`config.mk`:
```
export PLATFORM = sky130hd
export DESIGN_NAME = alu_unit_flat
export DESIGN_NICKNAME = d
export VERILOG_FILES = /design/src/rtl/alu_unit_if.sv /design/src/rtl/alu_unit.sv /design/src/flat_wrapper.sv
export SDC_FILE = /design/constraint.sdc
export NUM_CORES = 1
export LEC_CHECK = 0
export ABC_AREA = 0
export CORE_MARGIN = 1
export CORE_UTILIZATION = 55
export CTS_BUF_LIST = sky130_fd_sc_hd__clkbuf_8 sky130_fd_sc_hd__clkbuf_16
export CTS_CLUSTER_SIZE = 10
export DETAILED_ROUTE_END_ITERATION = 6
export MAX_ROUTING_LAYER = met4
export PLACE_DENSITY = 0.74
export SLEW_MARGIN = 20
export SYNTH_ARGS = -nofsm -noshare
export SYNTH_HDL_FRONTEND = slang
export SYNTH_SLANG_ARGS = --single-unit
```
`constraint.sdc`:
```
create_clock -name clk -period 6.4 [get_ports clk]
set_clock_uncertainty 0.2 [all_clocks]
set_input_delay 1.6 -clock clk [delete_from_list [all_inputs] [get_ports clk]]
set_output_delay 1.6 -clock clk [all_outputs]
set_load 0.01 [all_outputs]
```
`src/rtl/alu_unit_if.sv`:
```
// alu_unit_if: issue bus from the reservation station and result bus toward the CDB.
interface alu_unit_if #(
    parameter int DAT_W   = 32,
    parameter int ROB_BIT = 4,
    parameter int OP_W    = 6
);
    logic               alu_en_i;
    logic [OP_W-1:0]    alu_op_i;
    logic               alu_ic_i;
    logic [ROB_BIT-1:0] alu_qd_i;
    logic [DAT_W-1:0]   alu_vs_i;
    logic [DAT_W-1:0]   alu_vt_i;
    logic [DAT_W-1:0]   alu_imm_i;
    logic [DAT_W-1:0]   alu_pc_i;
    logic               alu_rdy_o;
    logic               cdb_en_o;
    logic [ROB_BIT-1:0] cdb_q_o;
    logic [DAT_W-1:0]   cdb_v_o;
    logic               cdb_br_o;
    logic               cdb_taken_o;
    logic [DAT_W-1:0]   cdb_tgt_o;
    logic               cdb_gnt_i;
    logic               ovf_o;
    logic               br_flag;
    modport slave (
        input  alu_en_i, alu_op_i, alu_ic_i, alu_qd_i, alu_vs_i, alu_vt_i, alu_imm_i, alu_pc_i,
        input  cdb_gnt_i, br_flag,
        output alu_rdy_o, cdb_en_o, cdb_q_o, cdb_v_o, cdb_br_o, cdb_taken_o, cdb_tgt_o, ovf_o
    );
    modport master (
        output alu_en_i, alu_op_i, alu_ic_i, alu_qd_i, alu_vs_i, alu_vt_i, alu_imm_i, alu_pc_i,
        output cdb_gnt_i, br_flag,
        input  alu_rdy_o, cdb_en_o, cdb_q_o, cdb_v_o, cdb_br_o, cdb_taken_o, cdb_tgt_o, ovf_o
    );
endinterface

```
`src/rtl/alu_unit.sv`:
```
// alu_unit: one-stage integer/branch execute unit feeding a small result FIFO toward the CDB.
module alu_unit #(
    parameter int DAT_W   = 32,
    parameter int ROB_BIT = 4,
    parameter int OP_W    = 6,
    parameter int FIFO_D  = 4
) (
    input logic       clk,
    input logic       rst,
    alu_unit_if.slave bus
);
    localparam int PW = $clog2(FIFO_D);
    typedef struct packed {
        logic [OP_W-1:0]    op;
        logic               ic;
        logic [ROB_BIT-1:0] qd;
        logic [DAT_W-1:0]   vs, vt, imm, pc;
    } s1_t;
    typedef struct packed {
        logic [ROB_BIT-1:0] q;
        logic [DAT_W-1:0]   v;
        logic               br, taken;
        logic [DAT_W-1:0]   tgt;
    } ent_t;
    s1_t s1_q, s1_d;
    ent_t mem_q [FIFO_D];
    ent_t mem_d [FIFO_D];
    ent_t res, head;
    logic s1_vld_q, s1_vld_d, ovf_q, ovf_d, rdy, push, pop, eq, lt, ltu;
    logic [PW-1:0] wr_q, wr_d, rd_q, rd_d;
    logic [PW:0] cnt_q, cnt_d;
    logic [DAT_W-1:0] b, nxt;
    logic [4:0] sh, cls;
    always_comb begin
        cls = s1_q.op[4:0];
        b = s1_q.op[5] ? s1_q.imm : s1_q.vt;
        sh = b[4:0];
        nxt = s1_q.pc + (s1_q.ic ? DAT_W'(2) : DAT_W'(4));
        eq = s1_q.vs == s1_q.vt;
        lt = $signed(s1_q.vs) < $signed(s1_q.vt);
        ltu = s1_q.vs < s1_q.vt;
        res = '0;
        res.q = s1_q.qd;
        case (cls)
            5'd0:  res.v = s1_q.vs + b;
            5'd1:  res.v = s1_q.vs - b;
            5'd2:  res.v = s1_q.vs << sh;
            5'd3:  res.v = DAT_W'($signed(s1_q.vs) < $signed(b));
            5'd4:  res.v = DAT_W'(s1_q.vs < b);
            5'd5:  res.v = s1_q.vs ^ b;
            5'd6:  res.v = s1_q.vs >> sh;
            5'd7:  res.v = $signed(s1_q.vs) >>> sh;
            5'd8:  res.v = s1_q.vs | b;
            5'd9:  res.v = s1_q.vs & b;
            5'd10: res.v = s1_q.imm;
            5'd11: res.v = s1_q.pc + s1_q.imm;
            5'd12, 5'd13: {res.v, res.br, res.taken} = {nxt, 2'b11};
            5'd14: {res.br, res.taken} = {1'b1, eq};
            5'd15: {res.br, res.taken} = {1'b1, !eq};
            5'd16: {res.br, res.taken} = {1'b1, lt};
            5'd17: {res.br, res.taken} = {1'b1, !lt};
            5'd18: {res.br, res.taken} = {1'b1, ltu};
            5'd19: {res.br, res.taken} = {1'b1, !ltu};
            default: ;
        endcase
        res.tgt = !res.taken ? nxt :
                  (cls == 5'd13) ? (s1_q.vs + s1_q.imm) & ~DAT_W'(1) : s1_q.pc + s1_q.imm;
    end
    // Occupancy counts the op sitting in S1, so an accepted op always finds a FIFO slot.
    always_comb begin
        rdy = ({1'b0, cnt_q} + (PW+2)'(s1_vld_q)) < (PW+2)'(FIFO_D);
        push = s1_vld_q & ~bus.br_flag;
        pop = (cnt_q != '0) & bus.cdb_gnt_i & ~bus.br_flag;
        s1_vld_d = bus.alu_en_i & rdy & ~bus.br_flag;
        s1_d = (bus.alu_en_i & rdy) ? {bus.alu_op_i, bus.alu_ic_i, bus.alu_qd_i, bus.alu_vs_i,
                                       bus.alu_vt_i, bus.alu_imm_i, bus.alu_pc_i} : s1_q;
        ovf_d = bus.alu_en_i & ~rdy;
        wr_d = bus.br_flag ? '0 : wr_q + PW'(push);
        rd_d = bus.br_flag ? '0 : rd_q + PW'(pop);
        cnt_d = bus.br_flag ? '0 : cnt_q + (PW+1)'(push) - (PW+1)'(pop);
        mem_d = mem_q;
        if (push) mem_d[wr_q] = res;
    end
    always_ff @(posedge clk or negedge rst) begin
        if (!rst) begin
            s1_vld_q <= 1'b0;
            s1_q <= '0;
            ovf_q <= 1'b0;
            wr_q <= '0;
            rd_q <= '0;
            cnt_q <= '0;
        end else begin
            s1_vld_q <= s1_vld_d;
            s1_q <= s1_d;
            ovf_q <= ovf_d;
            wr_q <= wr_d;
            rd_q <= rd_d;
            cnt_q <= cnt_d;
        end
    end
    always_ff @(posedge clk) mem_q <= mem_d;
    // Head fields are masked while empty so stale entries never reach the CDB.
    assign head = (cnt_q != '0) ? mem_q[rd_q] : '0;
    assign bus.alu_rdy_o = rdy;
    assign bus.cdb_en_o = cnt_q != '0;
    assign bus.cdb_q_o = head.q;
    assign bus.cdb_v_o = head.v;
    assign bus.cdb_br_o = head.br;
    assign bus.cdb_taken_o = head.taken;
    assign bus.cdb_tgt_o = head.tgt;
    assign bus.ovf_o = ovf_q;
endmodule

```
`src/flat_wrapper.sv`:
```
// flat-port wrapper written by rule: the top's interface ports become plain ports
module alu_unit_flat 
#(
    parameter int DAT_W   = 32,
    parameter int ROB_BIT = 4,
    parameter int OP_W    = 6,
    parameter int FIFO_D  = 4
)
  (clk, rst, bus_alu_en_i, bus_alu_op_i, bus_alu_ic_i, bus_alu_qd_i, bus_alu_vs_i, bus_alu_vt_i, bus_alu_imm_i, bus_alu_pc_i, bus_cdb_gnt_i, bus_br_flag, bus_alu_rdy_o, bus_cdb_en_o, bus_cdb_q_o, bus_cdb_v_o, bus_cdb_br_o, bus_cdb_taken_o, bus_cdb_tgt_o, bus_ovf_o);
  alu_unit_if #(.DAT_W(DAT_W), .ROB_BIT(ROB_BIT), .OP_W(OP_W)) bus_i ();
  input logic clk;
  input logic rst;
  input wire logic [$bits(bus_i.alu_en_i)-1:0] bus_alu_en_i;
  input wire logic [$bits(bus_i.alu_op_i)-1:0] bus_alu_op_i;
  input wire logic [$bits(bus_i.alu_ic_i)-1:0] bus_alu_ic_i;
  input wire logic [$bits(bus_i.alu_qd_i)-1:0] bus_alu_qd_i;
  input wire logic [$bits(bus_i.alu_vs_i)-1:0] bus_alu_vs_i;
  input wire logic [$bits(bus_i.alu_vt_i)-1:0] bus_alu_vt_i;
  input wire logic [$bits(bus_i.alu_imm_i)-1:0] bus_alu_imm_i;
  input wire logic [$bits(bus_i.alu_pc_i)-1:0] bus_alu_pc_i;
  input wire logic [$bits(bus_i.cdb_gnt_i)-1:0] bus_cdb_gnt_i;
  input wire logic [$bits(bus_i.br_flag)-1:0] bus_br_flag;
  output wire logic [$bits(bus_i.alu_rdy_o)-1:0] bus_alu_rdy_o;
  output wire logic [$bits(bus_i.cdb_en_o)-1:0] bus_cdb_en_o;
  output wire logic [$bits(bus_i.cdb_q_o)-1:0] bus_cdb_q_o;
  output wire logic [$bits(bus_i.cdb_v_o)-1:0] bus_cdb_v_o;
  output wire logic [$bits(bus_i.cdb_br_o)-1:0] bus_cdb_br_o;
  output wire logic [$bits(bus_i.cdb_taken_o)-1:0] bus_cdb_taken_o;
  output wire logic [$bits(bus_i.cdb_tgt_o)-1:0] bus_cdb_tgt_o;
  output wire logic [$bits(bus_i.ovf_o)-1:0] bus_ovf_o;
  assign bus_i.alu_en_i = bus_alu_en_i;
  assign bus_i.alu_op_i = bus_alu_op_i;
  assign bus_i.alu_ic_i = bus_alu_ic_i;
  assign bus_i.alu_qd_i = bus_alu_qd_i;
  assign bus_i.alu_vs_i = bus_alu_vs_i;
  assign bus_i.alu_vt_i = bus_alu_vt_i;
  assign bus_i.alu_imm_i = bus_alu_imm_i;
  assign bus_i.alu_pc_i = bus_alu_pc_i;
  assign bus_i.cdb_gnt_i = bus_cdb_gnt_i;
  assign bus_i.br_flag = bus_br_flag;
  assign bus_alu_rdy_o = bus_i.alu_rdy_o;
  assign bus_cdb_en_o = bus_i.cdb_en_o;
  assign bus_cdb_q_o = bus_i.cdb_q_o;
  assign bus_cdb_v_o = bus_i.cdb_v_o;
  assign bus_cdb_br_o = bus_i.cdb_br_o;
  assign bus_cdb_taken_o = bus_i.cdb_taken_o;
  assign bus_cdb_tgt_o = bus_i.cdb_tgt_o;
  assign bus_ovf_o = bus_i.ovf_o;
  alu_unit #(.DAT_W(DAT_W), .ROB_BIT(ROB_BIT), .OP_W(OP_W), .FIFO_D(FIFO_D)) u_core (.clk(clk), .rst(rst), .bus(bus_i));
endmodule
```
---- Yosys cells after proc, flatten, opt, wreduce, memory -nomap -nowiden ----
Index checks and enable logic that the tools add are counted.
operators by class
  shifts and indexed selects .............. 3
  $lt $le $gt $ge ......................... 8
  add/subtract/negate cells ............... 10
  bitwise gates (word level) .............. 13
  reduce and logical (&&, ||, !) cells .... 7
  multiplexer cells ....................... 16
  equality and inequality tests ........... 20
operators by type and width
  cell                  count
  $pmux W32 S13         1
  $bwmux W280           1
  $mux W70              4
  $bmux W70 S2          1
  $demux W70 S2         1
  $add A32 B32 Y32      4
  $lt A32 B32 Y1        4
  $mux W32              3
  $eq A5 B4 Y1 const B  8
  $and A32 B32 Y32      1
  $eq A32 B32 Y1        1
  $or A32 B32 Y32       1
  $shl A32 B5 Y32       1
  $shr A32 B5 Y32       1
  $sshr A32 B5 Y32      1
  $sub A32 B32 Y32      1
  $xor A32 B32 Y32      1
  $eq A5 B3 Y1 const B  4
  $eq A5 B5 Y1 const B  4
  $pmux W2 S7           1
  $eq A5 B2 Y1 const B  2
  $and A1 B1 Y1         6
  $ge A3 B3 Y1 const B  2
  $mux W3               2
  other kinds (15)      21
word-level totals
  logic and storage cells ................. 109
  output and inout bits ................... 73
  bits in registers ....................... 428
  bits of input ports ..................... 144

---- Longest topological paths before layout ----
  depth in word-level cells ............... 6
  gate-level depth with buffers ........... 19
  mapped depth without buffers ............ 14

---- Worst setup path before layout ----
No wires, ideal clock.
  path type ............................... input port to flip-flop
  start point ............................. in bus_br_flag
  end point ............................... reg u_core.mem_q[140] (netlist bit), enable pin
  setup slack ............................. -1.525 ns
  library setup time ...................... 0.599 ns
  data required time ...................... 5.601 ns
  cell stages on the path ................. 3
  data arrival time ....................... 7.126 ns
  path buffers ............................ 1
  path through ............................ clkbuf_1 -> nand2b_1 -> nor3b_1
on the way
  longest elaborated chain between the ends .. 2
RTL lines
  element                 line                RTL
  start: declaration      flat_wrapper.sv:22  input wire logic [$bits(bus_i.br_flag)-1:0] bus_br_flag;
  $not A1 Y1              alu_unit.sv:72      push = s1_vld_q & ~bus.br_flag;
  $and A1 B1 Y1           alu_unit.sv:72
  end signal: assignment  alu_unit.sv:101     always_ff @(posedge clk) mem_q <= mem_d;
  end: declaration        alu_unit.sv:26      ent_t mem_q [FIFO_D];
No other way between the ends.
A chain may end at the register's enable or synchronous reset.

---- Final worst setup path ----
  start point ............................. reg u_core.rd_q[0]
  end point ............................... out bus_cdb_v_o[3]
on the way
  longest elaborated chain between the ends .. 5
RTL lines
  element                                       line                RTL
  start: declaration                            alu_unit.sv:30      logic [PW-1:0] wr_q, wr_d, rd_q, rd_d;
  start signal: assignment                      alu_unit.sv:97      rd_q <= rd_d;
  $not A2 Y3 (not written as such)              alu_unit.sv:103     assign head = (cnt_q != '0) ? mem_q[rd_q] : '0;
  $bmux W70 S2                                  alu_unit.sv:103
  $mux W70 (not written as such) (2 in series)  alu_unit.sv:103
  $mux W70                                      alu_unit.sv:103
  end: declaration                              flat_wrapper.sv:26  output wire logic [$bits(bus_i.cdb_v_o)-1:0] bus_cdb_v_o;
No other way between the ends. The select of a mux whose other input is x is not followed.

==> reports/results.txt <==
Outcome: complete, but fails checks
Violated checks: DRC
Tcrit/Tclk final: 79.0%
Int Pwr: 7870 uW
Synth top area share: 27.3%
Setup TNS: 0 ns
I/O Buffers: 216
Die outline area: 57000 um2
DP Area: 33700 um2
Placed insts: 3891
Combinational power share: 54.5%
Synth unique cells: 99
Largest net degree at the start of global routing: 96
Area of the multi-input gates: 17500 um2
CP max stage cell: dfrtp_4
Initial Util: 55.8%
Power Dens Cells: 415 nW/um2
First-pass GRT wire length: 176000 um
Row count: 86
FF+latch area: 12100 um2
Kind of critical path: flop to output pin
Vias in the first global route: 26400
Family with the most delay on the worst path: buffers and inverters
Slew Limit Headroom: 16.8%
P_sw: 6740 uW
EDFF count, synth: 280
Top FF cell, synth: edfxtp_1
Setup-failing EPs final: 0
Min Tclk post-route: 5.06 ns
Drt first-iter violations: 3322
Critical path buffers and inverters: 2
Synth area leaders: edfxtp_1, dfrtp_1, ha_1, mux4_2, mux2_2
RSZ-0062 raised after global routing: false
FILL cells: 4264
Residual DRC: 16
Area Growth Syn to Fin: 14.1%
Max Clock Freq: 198 MHz
Die H: 239 um
Hold Path Class: flop to flop
VDD IR max: 0.527 mV
Slew Viols, Final: 0
Die Wd: 239 um
CP required: 4.60 ns
Crit path max fanout: 39
Asr flop ratio synth: 34.6%
H-tree depth: 2
Final nets: 3544
Fraction of layout cells with a size suffix above 1: 12.0%
Worst slew pin tran: 1.24 ns
Crit-path cells: buf_12 > mux4_2 > and2_1 > clkdlybuf4s50_1
Later-pin clock latency in the skew report: 0.63 ns
Total track usage: 43.8%
CORE AREA: 55200 um2
Gate count after technology mapping: 3058
Post-CTS Setup Bufs: 0
Via Count: 27500
Post-Layout Cell Count: 3982
#FFs+latches synth: 428
Total power: 14600 uW
CP arrival: 3.26 ns
Seq pwr share: 27.5%
Clock Power Share: 18.0%
# IOs: 217
Post-synth net total: 3407
Resized Gates After CTS: 0
Worst path max stage delay: 0.89 ns
Dpl hpwl: 89200 um
# clock sinks: 428
Hold-fix buffers at CTS: 0
DR pass1 iterations: 7
Post-Syn Area: 30800 um2
Total CTS buffers: 50
Post-layout instance area: 35200 um2
Average wire per standard cell: 30.8 um
Clk buf depth: 3
Worst-path clk slew: 0.05 ns
Sw frac: 46.2%
Routed WL: 123000 um
Startpoint Class: flop
Total of max-cap violations: 0
Total gr overflow: 0
Initial antenna violation count: 1
Syn Area/Cell: 10.1 um2
P_leak: 0.0137 uW
GP Congestion: 1.09
Clock root cell: clkbuf_16
Avg Vias per Cell: 6.89
TritonCTS clock tree: yes
Worst setup EP type: output pin
Hold Vio Cnt, Final: 0
Antenna-violating nets left: 0
Synth warn: 0
Synth area leader: edfxtp_1
Seq/Total Area, Yosys: 39.3%
metrics by stage:
step                setup WS (ns)  util [%]  hold WS, ns
global placement             1.66      61.0        0.287
CTS                          1.32      63.7        0.306
global route                 1.21      63.7        0.310
detailed placement           1.59      61.0        0.294
floorplan                   0.622         -        0.271
finish                       1.34      63.7        0.302
kinds of logic (layout without fill, tap and decap cells):
family / Yosys count / after routing / share of synthesized area [%]
other: 0 / 1 / 0
AO/OA/AOI/OAI: 842 / 842 / 18.3
adder cells (fa/ha/maj): 205 / 205 / 8.47
flip-flops: 428 / 428 / 39.3
AND/OR/NAND/NOR: 832 / 832 / 12.6
buffers and inverters: 332 / 507 / 4.31
XOR/XNOR: 98 / 98 / 2.78
multiplexers: 321 / 321 / 14.2
worst paths after layout:
check | startpoint | to | slack (ns) | depth (start not counted)
max in group asynchronous | rst | u_core.s1_q[6]$_DFFE_PN0P_ | 4.33 | 2
worst max register to register | u_core.s1_q[138]$_DFFE_PN0P_ | u_core.mem_q[197]$_DFFE_PP_ | 1.46 | 13
worst min register to register | u_core.s1_q[82]$_DFFE_PN0P_ | u_core.s1_q[82]$_DFFE_PN0P_ | 0.30 | 1
worst max-delay path | u_core.rd_q[0]$_DFF_PN0_ | bus_cdb_v_o[3] | 1.34 | 4
worst min-delay path | u_core.s1_q[82]$_DFFE_PN0P_ | u_core.s1_q[82]$_DFFE_PN0P_ | 0.30 | 1
min in group asynchronous | rst | u_core.s1_q[121]$_DFFE_PN0P_ | 0.75 | 1
power groups by stage:
stage	combinational, uW	clock (uW)	sequential [uW]
after floorplan	5060	0	3730
final	7960	2630	4020
after CTS	7670	2650	3970
after detailed placement	7580	0	4020
after global routing	8380	2760	4020
after global placement	7400	0	3990
final cells by class:
cell class / count / share of cell area [%]
Clock inverter: 37 / 0.640
Tap cell: 748 / 2.66
Clock buffer: 53 / 3.67
Multi-Input combinational cell: 2298 / 49.6
Inverter: 154 / 1.64
Antenna cell: 1 / 0.00711
Timing Repair Buffer: 263 / 7.29
Sequential cell: 428 / 34.4
layer usage:
layer | vias to the layer above | wire [um] | global-route usage (%)
li1 | 11700 | - | -
met1 | 13500 | 48300 | 58.7
met2 | 1957 | 53900 | 64.6
met3 | 336 | 15000 | 9.80
met4 | 0 | 5420 | 17.0
met5 | - | 0 | -
cells in the mapped netlist (73+ instances only):
cell type and n:
ha_1 199, dfrtp_1 148, edfxtp_1 280, mux4_2 76
clkbuf_1 109, nand2_1 260, mux2i_1 100, a21oi_1 223
and2_1 73, o21ai_0 165, nor2_1 231, inv_1 149
mux2_2 143
registers in the layout, summed over array words and instances (netlist names):
signal and cells:
u_core.s1_vld_q 1, u_core.mem_q 280, u_core.cnt_q 3, u_core.cls 5
u_core.s1_q 130, u_core.rd_q 2, u_core.res 4, u_core.bus.ovf_o 1
u_core.wr_q 2
cells in the final DEF (no fill, tap or decap), types with 99 or more instances in the layout:
cell,count
inv_1,180
mux2_2,143
nand2_1,259
clkdlybuf4s50_1,215
dfrtp_1,145
edfxtp_1,280
o21ai_0,164
ha_1,199
a21oi_1,222
nor2_1,228
mux2i_1,99
No activity file was read; power rests on OpenSTA's default activity.
